## config.mk

```make
export PLATFORM = sky130hd
export DESIGN_NAME = decoder_nx2n_seq
export DESIGN_NICKNAME = d
export VERILOG_FILES = /design/src/rtl/decoder_nx2n_seq.sv
export SDC_FILE = /design/constraint.sdc
export NUM_CORES = 1
export LEC_CHECK = 0
export CAP_MARGIN = 20
export CORE_ASPECT_RATIO = 1.4
export CORE_MARGIN = 1
export CORE_UTILIZATION = 40
export DETAILED_ROUTE_END_ITERATION = 10
export PLACE_DENSITY = 0.67
export SYNTH_ARGS = -nofsm -noshare
export SYNTH_HDL_FRONTEND = slang
export SYNTH_SLANG_ARGS = --single-unit
```

## constraint.sdc

```tcl
create_clock -name clk -period 1.4 [get_ports clk]
set_clock_uncertainty 0.1 [all_clocks]
set_input_delay 0.14 -clock clk [delete_from_list [all_inputs] [get_ports clk]]
set_output_delay 0.14 -clock clk [all_outputs]
set_load 0.05 [all_outputs]
```

## src/rtl/decoder_nx2n_seq.sv

```systemverilog
// Registered N-to-2^N one-hot decoder with hold, timed-pulse and auto-scan modes and a valid/ready select handshake.
// Latency 1 cycle from accepted select to D; SEL_READY only in IDLE/HOLD with E high. Macro DEC_OUT_ACTIVE_LOW_EN makes D active-low.
module decoder_nx2n_seq #(
    parameter int N          = 2,
    parameter int PULSE_LEN  = 2,
    parameter int SCAN_DWELL = 4
) (
    input  logic                clk,
    input  logic                rst,
    input  logic                E,
    input  logic [1:0]          MODE,
    input  logic [N-1:0]        SEL,
    input  logic                SEL_VALID,
    output logic                SEL_READY,
    output logic [(1<<N)-1:0]   D,
    output logic                BUSY
);

    localparam int W   = 1 << N;
    localparam int PCW = (PULSE_LEN  > 1) ? $clog2(PULSE_LEN)  : 1;
    localparam int DCW = (SCAN_DWELL > 1) ? $clog2(SCAN_DWELL) : 1;
    localparam logic [PCW-1:0] PCNT_INIT  = PCW'(PULSE_LEN - 1);
    localparam logic [DCW-1:0] DWELL_INIT = DCW'(SCAN_DWELL - 1);

`ifdef DEC_OUT_ACTIVE_LOW_EN
    localparam logic [W-1:0] D_POL = '1;
`else
    localparam logic [W-1:0] D_POL = '0;
`endif

    typedef enum logic [1:0] {
        ST_IDLE  = 2'd0,
        ST_HOLD  = 2'd1,
        ST_PULSE = 2'd2,
        ST_SCAN  = 2'd3
    } state_t;

    state_t         r_state;
    logic [W-1:0]   r_d;
    logic [PCW-1:0] r_pcnt;
    logic [N-1:0]   r_idx;
    logic [DCW-1:0] r_dwell;
    logic           r_live;
    logic           r_busy;

    state_t         w_state_nxt;
    logic [W-1:0]   w_d_hi_nxt;
    logic [PCW-1:0] w_pcnt_nxt;
    logic [N-1:0]   w_idx_nxt;
    logic [DCW-1:0] w_dwell_nxt;
    logic           w_accept;
    logic           w_mode_scan;

    // r_live keeps READY low during reset and for the first cycle after it
    assign SEL_READY   = E & r_live & ((r_state == ST_IDLE) | (r_state == ST_HOLD));
    assign w_accept    = SEL_VALID & SEL_READY;
    assign w_mode_scan = (MODE == 2'b10);
    assign D           = r_d;
    assign BUSY        = r_busy;

    always_comb begin
        w_state_nxt = r_state;
        w_d_hi_nxt  = r_d ^ D_POL;
        w_pcnt_nxt  = r_pcnt;
        w_idx_nxt   = r_idx;
        w_dwell_nxt = r_dwell;

        if (!E) begin
            w_state_nxt = ST_IDLE;
            w_d_hi_nxt  = '0;
            w_pcnt_nxt  = '0;
            w_idx_nxt   = '0;
            w_dwell_nxt = '0;
        end else begin
            case (r_state)
                ST_IDLE, ST_HOLD: begin
                    // Scan entry takes priority over a pending select
                    if (w_mode_scan) begin
                        w_state_nxt = ST_SCAN;
                        w_idx_nxt   = '0;
                        w_d_hi_nxt  = W'(1);
                        w_dwell_nxt = DWELL_INIT;
                    end else if (w_accept) begin
                        w_d_hi_nxt = W'(1) << SEL;
                        if (MODE == 2'b01) begin
                            w_state_nxt = ST_PULSE;
                            w_pcnt_nxt  = PCNT_INIT;
                        end else begin
                            w_state_nxt = ST_HOLD;
                        end
                    end
                end
                ST_PULSE: begin
                    if (r_pcnt == '0) begin
                        w_state_nxt = ST_IDLE;
                        w_d_hi_nxt  = '0;
                    end else begin
                        w_pcnt_nxt = r_pcnt - PCW'(1);
                    end
                end
                ST_SCAN: begin
                    if (!w_mode_scan) begin
                        w_state_nxt = ST_IDLE;
                        w_d_hi_nxt  = '0;
                        w_idx_nxt   = '0;
                        w_dwell_nxt = '0;
                    end else if (r_dwell == '0) begin
                        w_idx_nxt   = r_idx + N'(1);
                        w_d_hi_nxt  = W'(1) << w_idx_nxt;
                        w_dwell_nxt = DWELL_INIT;
                    end else begin
                        w_dwell_nxt = r_dwell - DCW'(1);
                    end
                end
                default: begin
                    w_state_nxt = ST_IDLE;
                    w_d_hi_nxt  = '0;
                end
            endcase
        end
    end

    always_ff @(posedge clk) begin
        if (rst) begin
            r_state <= ST_IDLE;
            r_d     <= D_POL;
            r_pcnt  <= '0;
            r_idx   <= '0;
            r_dwell <= '0;
            r_live  <= 1'b0;
            r_busy  <= 1'b0;
        end else begin
            r_state <= w_state_nxt;
            r_d     <= w_d_hi_nxt ^ D_POL;
            r_pcnt  <= w_pcnt_nxt;
            r_idx   <= w_idx_nxt;
            r_dwell <= w_dwell_nxt;
            r_live  <= 1'b1;
            r_busy  <= (w_state_nxt == ST_PULSE) | (w_state_nxt == ST_SCAN);
        end
    end

endmodule

```

Yosys cells after proc, flatten, opt, wreduce, memory -nomap -nowiden --
Cells that the tools add are included.
Word-level totals: memory bits (writable) 0, output and inout port bits 6, register bits after elaboration 13, input port bits 8, bits in read-only memories 0, latch bits 0, word-level logic and storage cells 69, memories 0
Operators by class: bitwise logic cells 6, shift operators 2, reductions and logical operators 10, div/mod/pow operators 0, $add $sub $neg 3, equality and inequality tests 14, muxes and demuxes 27, multipliers 0, magnitude comparators 0
Operators with widths (count):
- $mux 2 | 12
- $mux 4 | 5
- $pmux 4 s3 | 1
- $eq 2x2->1 const B | 5
- $ne 2x2->1 const B | 5
- $pmux 2 s2 | 2
- $shl 1x2->4 const A | 2
- $ne 3x3->1 const B | 2
- $pmux 2 s3 | 1
- $reduce_and 3->1 | 2
- $mux 1 | 5
- $eq 2x1->1 const B | 2
- $logic_not 2->1 | 2
- $reduce_and 4->1 | 1
- $reduce_bool 2->1 | 2
- $reduce_or 2->1 | 2
- $and 1x1->1 | 3
- $add 2x1->2 const B | 1
- $or 1x1->1 | 2
- $pmux 1 s2 | 1
- $reduce_and 2->1 | 1
- $sub 2x1->2 const B | 1
- $not 1->1 | 1
- $sub 1x1->1 const B | 1

Longest topological paths before layout --
Gate-level depths: netlist (run 1).
depth in word-level cells 10, depth in mapped cells 6, mapped depth without buffers 6

Worst setup path before layout (run 1) --
No wires, ideal clock.
kind flip-flop to flip-flop, from reg r_dwell[0], to reg r_d[1] (netlist: D[1]), required time 1.169 ns, setup slack -0.083 ns, arrival 1.252 ns, library setup time 0.131 ns, cell stages (with the launch flop) 7, period minus slack after synthesis 1.483 ns, path buffers 0, path through dfxtp_1 inv_1 ha_1 nand4bb_1 and3_1 nor3_1 a211oi_2
Between the ends: longest elaborated chain between the ends 3
RTL lines:
- from (decl) | line 42 | logic [DCW-1:0] r_dwell;
- from (signal assigned) | line 137 | r_dwell <= w_dwell_nxt;
- $logic_not 2->1 | line 107 | end else if (r_dwell == '0) begin
- $ne 3x3->1 (no source line)
- $reduce_and 3->1 (no source line)
- to (signal assigned) | line 134 | r_d <= w_d_hi_nxt ^ D_POL;
- to (decl) | line 39 | logic [W-1:0] r_d;
No other way between the ends. A chain may end at the register's enable or synchronous reset.

Worst setup path after layout (run 1) --
from reg r_dwell[0], to reg r_d[3] (netlist: D[3])
The elaborated chain is that of the path after synthesis.

==> impl_metrics.toml, run 1 <==
[placement]
dp_cells = 132
hpwl_mm = 1.398
gp_congestion = 0.8037
numPortBuffers = 13
place_area_sq_um = 1069

[timing]
period_share_pct = 97.39
slew_headroom_pct = 76.38
slew_violations = 0
worst_pin_slew_ns = 0.3537
min_period_ns = 1.363
fmax_ghz = 0.7334
setup_viol_count_final = 0
finalHoldViolCount = 0
rsz0062_at_grt = "true"

[detailed_routing]
drc = 0
drt-pass1-iter-count = 4
wirelength_mm = 1.974
ant_nets = 0
drt_iter0_drc = 13
vias_per_cell = 5.588
wire_per_inst_um = 14.51
dr_total_vias = 760

[setup_path]
cp_max_fo = 4
regToRegStartpoint = "r_dwell[0]$_SDFFE_PP0P_"
critPathKind = "reg -> reg"
worstReg2RegEnd = "D[3]$_SDFFE_PP0P_"
critPathLaunch = "r_dwell[0]$_SDFFE_PP0P_"
worstPathRequired_ns = 1.49
cp-start-kind = "flop"
cp_data_arrival_time_ns = 1.46
r2r.worst_path.cells = 6
crit_end = "D[3]$_SDFFE_PP0P_"
critical_path.slowest_cell = "dfxtp_2"
critical_path.max_stage_delay_ns = 0.34
cp-end-kind = "flop"
reg2reg_slack_ns = 0.04
crit_chain = "inv_2, ha_4, nand4bb_4, and3_4, nor3_4, a211oi_2"

[hold_path]
worstHoldPathType = "in -> reg"
whs_path_depth = 2

[global_route]
grt_pass1_vias = 742
antenna_found_initial = 0
grt_pass1_wl_mm = 3.056
grt_overflow = 0
track_usage_pct = 21.83
grt_max_degree = 13

[pwr]
power-per-cell-area_nw_per_um2 = 759.4
peakVddDrop_mv = 0.5635
leakage_uw = 0.0004561
power_uw = 914.1

[clocking]
clk_latency_ns = 0.30
post_cts_buffers = 0
cts.sinks = 13
cts_buffers = 3
cts-htree-levels = 1
postCtsHoldBufs = 0
cts_tree = "yes"
cts_buffer_depth = 2
root_buffer = "clkbuf_4"
clkTransAtPathRegs_ns = 0.08

[floorplanning]
start_util_pct = 42.42
die-area_sq_um = 2017
core-area_sq_um = 1734
rows = 18
die_w_um = 38.25
ios = 14
fp.dieH_um = 52.75

[cells_and_area]
antenna_cells = 0
layoutNonFillerInstCount = 136
fin_nets = 130
area.growth.synth_to_final_pct = 63.60
drive_above_1_share_pct = 43.97
final_cell_area_sq_um = 1204

[yosys]
synth_compound_gate_area_share_pct = 25.51
avgSynthCellArea_sq_um = 8.456
synth_top_family_by_area = "simple AND/OR/NAND/NOR gates"
netlist_instances = 87
synthesis.area_sq_um = 735.7
synth_xor_xnor_area_share_pct = 0
ys_ff_latch = 13
synthSimpleGateAreaFrac_pct = 25.85
synth_seq_area_share_pct = 35.37
ys_warn_count = 0
synthMuxAreaShare_pct = 0
syn_nets = 100
ys_types = 30
synthAdderAreaFrac_pct = 8.503

[job]
cap_violations = 0

[status]
outcome = "completed"
## worst min path at each step
stage	start	end
global placement	r_pcnt$_SDFFE_PP0P_	r_pcnt$_SDFFE_PP0P_
detailed placement	r_pcnt$_SDFFE_PP0P_	r_pcnt$_SDFFE_PP0P_
global route	MODE[1]	r_state[0]$_SDFF_PP0_
floorplan	rst	r_live$_DFF_P_
CTS	rst	r_live$_DFF_P_
finish	rst	r_live$_DFF_P_
## Yosys cell counts
library cell | n | area, sq um
a21oi_1 | 5 | 25.02
or3_1 | 1 | 6.260
nand3b_1 | 1 | 7.510
dfxtp_1 | 13 | 260.3
a32oi_1 | 4 | 35.03
o21ai_1 | 3 | 15.01
nand2_1 | 9 | 33.78
o21ai_0 | 2 | 10.01
nand2b_1 | 2 | 12.51
nor2_1 | 6 | 22.52
a211oi_2 | 3 | 37.54
ha_1 | 5 | 62.56
nor2b_1 | 1 | 6.260
a221oi_1 | 1 | 8.760
nor3_1 | 5 | 25.02
and4b_4 | 1 | 13.76
inv_1 | 8 | 30.03
nor2_2 | 1 | 6.260
nand4bb_1 | 1 | 11.26
a311oi_1 | 1 | 8.760
or2_2 | 1 | 6.260
nor2b_2 | 1 | 8.760
o21bai_2 | 1 | 11.26
nand3_1 | 3 | 15.01
a211oi_1 | 2 | 15.01
and3_1 | 1 | 6.260
buf_2 | 1 | 5.000
a31oi_1 | 1 | 6.260
a22oi_1 | 2 | 15.01
and4_1 | 1 | 8.760
## cell type report
class	instances	area [sq um]
Multi-Input combinational cell	65	563.0
Timing Repair Buffer	26	294.0
Inverter	8	30.03
Sequential cell	13	265.3
Tap cell	20	25.02
Fill cell	117	530.5
Clock buffer	4	26.28
## critical path: cells and delay by family (launching register included)
kind / cells / cell delay (ns)
buffers and inverters: 1 / 0.05
flip-flops: 1 / 0.34
adder cells (fa/ha/maj): 1 / 0.15
AO/OA/AOI/OAI: 1 / 0.05
AND/OR/NAND/NOR: 3 / 0.57
## through the flow
step	util, %	setup WS, ns	setup TNS [ns]	hold slack [ns]
after floorplan	-	0.02674	0	0.1150
after global placement	61.62	-0.2760	-1.843	0.3462
after detailed placement	61.62	-0.2836	-2.101	0.3599
after CTS	64.57	-0.03222	-0.1209	0.2745
after global routing	69.41	-0.005519	-0.01273	0.3116
final	69.41	0.03653	0	0.2602
## sequential cells by signal (all words and copies together) (netlist names)
signal   count
r_live       1
D            4
r_dwell      2
r_idx        2
BUSY         1
r_state      2
r_pcnt       1
## per-layer routing
layer | GRT usage [%] | vias to the layer above | part of all wire [%]
li1 | - | 382 | -
met1 | 24.54 | 354 | 39
met2 | 36.72 | 19 | 55
met3 | 4.255 | 5 | 3.5
met4 | 12.50 | 0 | 2.6
met5 | 0 | - | 0
## cell families (layout without fill, tap and decap cells)
| kind of cell | Yosys count | count (layout) |
|---|---|---|
| simple gates | 35 | 35 |
| buf+inv | 9 | 38 |
| flops | 13 | 13 |
| compound gates | 25 | 25 |
| fa+ha+maj | 5 | 5 |
## power by group
part	switching (uW)	internal, uW
Sequential	16.4	384
Clock	142	111
Combinational	127	133
## cells in the final DEF, fill, tap and decap left out, drive strengths merged, types with 5 or more instances in the layout
cell / Yosys / layout
nor2: 7 / 7
dfxtp: 13 / 13
o21ai: 5 / 5
inv: 8 / 8
nand2: 9 / 9
nor3: 5 / 5
clkdlybuf4s50: 0 / 6
a211oi: 5 / 5
buf: 1 / 19
ha: 5 / 5
a21oi: 5 / 5
## repair_timing
| action | 4_1_cts | 5_1_grt |
|---|---|---|
| gates cloned | 0 | 0 |
| setup endpoints to repair | 4 | 6 |
| pin swaps | 7 | 7 |
| resized for setup | 7 | 19 |
Power figures use the tool's default switching activity.
==> run 2, diff against run 1 <==
- MAX_ROUTING_LAYER: unset -> met4
- SLEW_MARGIN: unset -> 20
==> impl_metrics.toml, run 2 (synthesis gave the netlist of run 1 again) <==
[floorplanning]
fp.dieH_um = 52.75
die-area_sq_um = 2017
core-area_sq_um = 1734
die_w_um = 38.25
ios = 14
rows = 18
start_util_pct = 42.42

[setup_path]
worstPathRequired_ns = 1.48
crit_chain = "inv_2, ha_4, nand4bb_4, and3_4, nor3_4, a211oi_2"
cp-end-kind = "flop"
critical_path.max_stage_delay_ns = 0.34
cp_max_fo = 4
cp-start-kind = "flop"
cp_data_arrival_time_ns = 1.45
critical_path.slowest_cell = "dfxtp_2"
critPathKind = "reg -> reg"

[placement]
hpwl_mm = 1.398
numPortBuffers = 13
dp_cells = 132
gp_congestion = 0.8153

[global_route]
grt_pass1_wl_mm = 3.056
antenna_found_initial = 0
grt_max_degree = 13
grt_pass1_vias = 744
grt_overflow = 0
track_usage_pct = 22.37

[clocking]
cts_tree = "yes"
cts_buffers = 3
root_buffer = "clkbuf_4"
cts.sinks = 13
cts_buffer_depth = 2
cts-htree-levels = 1
clkTransAtPathRegs_ns = 0.08
clk_latency_ns = 0.29

[detailed_routing]
wirelength_mm = 1.971
drt-pass1-iter-count = 4
ant_nets = 0
drt_iter0_drc = 16
vias_per_cell = 5.551
dr_total_vias = 755
wire_per_inst_um = 14.49
drc = 0

[cells_and_area]
antenna_cells = 0
fin_nets = 130
register_area_sq_um = 265.3
drive_above_1_share_pct = 43.97
layout_common_cells = "buf_4, dfxtp_1, nand2_1"
layout_commonest_cell = "buf_4"
largest_reg_flops = 4
multi_input_area_sq_um = 563.0
layoutNonFillerInstCount = 136
fillCellCount = 117
area.growth.synth_to_final_pct = 63.60

[timing]
slew_headroom_pct = 76.17
min_period_ns = 1.367
rsz0062_at_grt = "true"
worst_pin_slew_ns = 0.3569
slew_violations = 0
fmax_ghz = 0.7316
period_share_pct = 97.63
finalHoldViolCount = 0
setup_viol_count_final = 0
tns_ns = 0

[job]
cap_violations = 0

[hold_path]
worstHoldPathType = "in -> reg"

[pwr]
peakVddDrop_mv = 0.5647
leakage_uw = 0.0004561
power-per-cell-area_nw_per_um2 = 755.8

[status]
outcome = "completed"
run 2: cell counts in the layout (fill, tap and decap cells not counted):
Identical to the previous run, type by type.
run 2: worst max-delay path: cells and delay by family (launching register included):
family | cells | cell delay [ns]
flip-flops | 1 | 0.34
adder cells (fa/ha/maj) | 1 | 0.15
AO/OA/AOI/OAI | 1 | 0.05
AND/OR/NAND/NOR | 3 | 0.57
buffers and inverters | 1 | 0.05
run 2: through the flow:
step / hold WS, ns / instance area (sq um) / utilization [%] / setup slack (ns) / power (uW)
after floorplan: 0.1150 / 760.7 / - / 0.02674 / 514.8
after global placement: 0.3462 / 1069 / 61.62 / -0.2760 / 624.0
after detailed placement: 0.3599 / 1069 / 61.62 / -0.2836 / 626.8
after CTS: 0.2745 / 1120 / 64.57 / -0.03222 / 874.6
after global routing: 0.3116 / 1204 / 69.41 / -0.005519 / 947.2
final: 0.2687 / 1204 / 69.41 / 0.03314 / 909.8
run 2: repair_timing:
| action | CTS | global route |
|---|---|---|
| pin swaps | 7 | 7 |
| gates resized for setup | 7 | 19 |
| endpoints found under the hold margin | 0 | 0 |
| setup buffers | 0 | 0 |
| endpoints found under the setup margin | 4 | 6 |
| hold buffers | 0 | 0 |
run 2: layout make-up:
cell class / instances / area share [%]
well taps: 20 / 2.079
multi-input cells: 65 / 46.78
inverters: 8 / 2.495
flip-flops and latches: 13 / 22.04
repair buffers: 26 / 24.43
clock buffers: 4 / 2.183
run 2: path summary, 6_finish.rpt:
path,startpoint,cells past startpoint,endpoint,slack (ns)
setup / recovery,r_dwell[0]$_SDFFE_PP0P_,6,D[3]$_SDFFE_PP0P_,0.03
hold / removal,rst,2,r_live$_DFF_P_,0.27
setup reg to reg,r_dwell[0]$_SDFFE_PP0P_,6,D[3]$_SDFFE_PP0P_,0.03
hold reg to reg,r_pcnt$_SDFFE_PP0P_,2,r_pcnt$_SDFFE_PP0P_,0.37
run 2: per-layer routing:
metal / vias up / track usage, % / wire length (um)
li1: 381 / - / -
met1: 352 / 24.80 / 776
met2: 17 / 36.72 / 1083
met3: 5 / 3.830 / 62
met4: 0 / 12.50 / 49
met5: - / - / 0
run 2: report_power, final:
group / internal (uW) / switching, uW / leakage, uW
clock: 111 / 138 / 0.0000150
combinational: 133 / 127 / 0.000333
sequential: 384 / 16.5 / 0.000108
==> RTL change: new RTL, config.mk and constraints of run 1 <==
Register the input `MODE` before use, with the module's reset. The logic sees it one clock later. The other inputs are not delayed to match.
--- a/src/rtl/decoder_nx2n_seq.sv
+++ b/src/rtl/decoder_nx2n_seq.sv
@@ -35,6 +35,16 @@
         ST_SCAN  = 2'd3
     } state_t;
 
+    logic [1:0] MODE_q;
+
+    always_ff @(posedge clk) begin
+        if (rst) begin
+            MODE_q <= '0;
+        end else begin
+            MODE_q <= MODE;
+        end
+    end
+
     state_t         r_state;
     logic [W-1:0]   r_d;
     logic [PCW-1:0] r_pcnt;
@@ -54,7 +64,7 @@
     // r_live keeps READY low during reset and for the first cycle after it
     assign SEL_READY   = E & r_live & ((r_state == ST_IDLE) | (r_state == ST_HOLD));
     assign w_accept    = SEL_VALID & SEL_READY;
-    assign w_mode_scan = (MODE == 2'b10);
+    assign w_mode_scan = (MODE_q == 2'b10);
     assign D           = r_d;
     assign BUSY        = r_busy;
 
@@ -82,7 +92,7 @@
                         w_dwell_nxt = DWELL_INIT;
                     end else if (w_accept) begin
                         w_d_hi_nxt = W'(1) << SEL;
-                        if (MODE == 2'b01) begin
+                        if (MODE_q == 2'b01) begin
                             w_state_nxt = ST_PULSE;
                             w_pcnt_nxt  = PCNT_INIT;
                         end else begin
Function: changed (a bounded check fails within 4 cycles, from zero or initial values and one cycle with rst high).
==> RTL change against run 1 <==
- the flow now finishes with violations (negative setup slack)
- wire length fell by 11%
- final area fell by 2.8%
- final cell count fell by 0.74%
- power rose by 1.7%
- synthesized cell count fell by 1.1%
- sequential cell count rose by 2
- via count fell by 3.3%
- count of clock-buffer cells in the layout fell by 1
- worst hold slack improved by 0.033 ns
- setup slack got worse by 0.12 ns
- global-route usage fell by 2.3 points
- non-clock buffer count rose by 1
- synthesized area rose by 6.8%
- critical path type unchanged
==> RTL change: results (changes against run 1) <==
stage,metric,value,unit,change
outcome,outcome,"complete, but fails checks",,
outcome,failing checks,negative setup slack,,
cts,register clock-pin slew on the reported worst setup and hold paths,0.09,ns,
synthesis,ranking of synthesized cells by instance count,"sky130_fd_sc_hd__dfxtp_1, sky130_fd_sc_hd__nand2_1, sky130_fd_sc_hd__inv_1",,
drt,routed len/inst,13.0,um,-10%
critical_path,critical path peak fanout,4,,unchanged
power_and_ir_drop,Leak Pwr,0.460,nW,+0.94%
synthesis,Synth area leaders,"sky130_fd_sc_hd__dfxtp_1, sky130_fd_sc_hd__ha_1, sky130_fd_sc_hd__nand2_1",,
timing,final setup violating endpoints,4,,+4
cts,insertion delay to the later sink of the worst-skew pair,0.29,ns,
drt,Detailed Route WL,1.76,mm,-11%
timing,setup tns final,-0.211,ns,-0.211 ns
place,weighted congestion at the end of routability-driven global placement,0.748,,-6.9%
power_and_ir_drop,sequential share of power,49.6,%,+5.8 points
cts,root cell of the clock tree,sky130_fd_sc_hd__clkbuf_4,,
place,number of I/O port buffers,13,,unchanged
final_layout,number of nets in the layout,129,,-0.77%
place,half-perimeter wire length of the detailed placement result,1.40,mm,+0.18%
timing,worst-margin pin slew,0.275,ns,-0.0790 ns
grt,antenna violations before repair,0,,unchanged
grt,via count of the first global-routing pass,639,,-14%
grt,global-route wire length before repair,2.86,mm,-6.5%
drt,number of DRC violations after detailed-routing iteration 0,14,,+1
place,DP Area,1110,um^2,+3.6%
drt,first-pass detailed-route iteration total,4,,unchanged
grt,maximum number of pins on one net before global-route repair,10,,-3
power_and_ir_drop,clock group share of total power,27.0,%,-0.8 points
final_layout,max FFs per register,4,,unchanged
cts,Max Root-Sink Buffers,2,,unchanged
cts,# resized after CTS,1,,-6
synthesis,sequential cell area fraction in the yosys report,38.2,%,+2.8 points
power_and_ir_drop,highest ir drop seen on vdd,0.000557,V,-1.1%
synthesis,number of nets in the synthesized netlist,99,,-1.0%
place,Post-Place Setup Slack,-0.159,ns,+0.124 ns
synthesis,post-synth cell types,28,,-6.7%
grt,global-route usage over all layers,19.5,%,-2.3 points
final_layout,layout cell share with drive strength beyond 1,38.3,%,-5.7 points
drt,vias,735,,-3.3%
critical_path,kind of cell adding the most delay to the critical path,compound AO/OA/AOI/OAI gates,,
power_and_ir_drop,net switching power,0.266,mW,-6.9%
power_and_ir_drop,overall power of the completed layout,0.930,mW,+1.7%
critical_path,Worst path max stage delay,0.35,ns,
synthesis,cell count after synthesis,86,,-1.1%
timing,final critical-path setup slack,-0.0832,ns,-0.120 ns
RTL change: cell types whose count changed after synthesis, sizes merged, moves of 2 or more:
cell / run 1 / this run
a211oi: 5 / 0
o31ai: 0 / 2
a311oi: 1 / 3
nor2: 7 / 5
nor3: 5 / 2
a32oi: 4 / 2
dfxtp: 13 / 15
nand2: 9 / 11
nand4b: 0 / 2
RTL change: kinds of logic after synthesis:
group | count (synthesis) | synth area share, %
and+or+nand+nor | 31 | 22.0
AOI/OAI and AO/OA | 25 | 24.0
DFF | 15 | 38.2
buffers and inverters | 9 | 6.53
adders and majority gates | 5 | 7.96
muxes | 1 | 1.27
RTL change: final cells by class:
cell class	count	area (um^2)
Inverter	7	28.8
Multi-Input combinational cell	62	487
Sequential cell	15	307
Timing Repair Buffer	27	295
Fill cell	162	632
Tap cell	20	25.0
Clock buffer	3	22.5
Clock inverter	1	5.00
RTL change: layer usage:
| layer | wire [um] | global-route usage, % | share of wire, % | vias up |
|---|---|---|---|---|
| met3 | 63 | 2.85 | 3.6 | 4 |
| met5 | 0 | 0 | 0 | - |
| met1 | 771 | 23.7 | 44 | 340 |
| met2 | 887 | 31.4 | 50 | 18 |
| li1 | - | - | - | 373 |
| met4 | 38 | 12.1 | 2.2 | 0 |
RTL change: path summary, 6_finish.rpt:
path	slack [ns]	depth (start not counted)	end	startpoint
max	-0.08	5	D[3]$_SDFFE_PP0P_	r_dwell[0]$_SDFFE_PP0P_
min	0.29	2	MODE_q[1]$_SDFF_PP0_	MODE[1]
max reg2reg	-0.08	5	D[3]$_SDFFE_PP0P_	r_dwell[0]$_SDFFE_PP0P_
min reg2reg	0.38	2	r_pcnt$_SDFFE_PP0P_	r_pcnt$_SDFFE_PP0P_
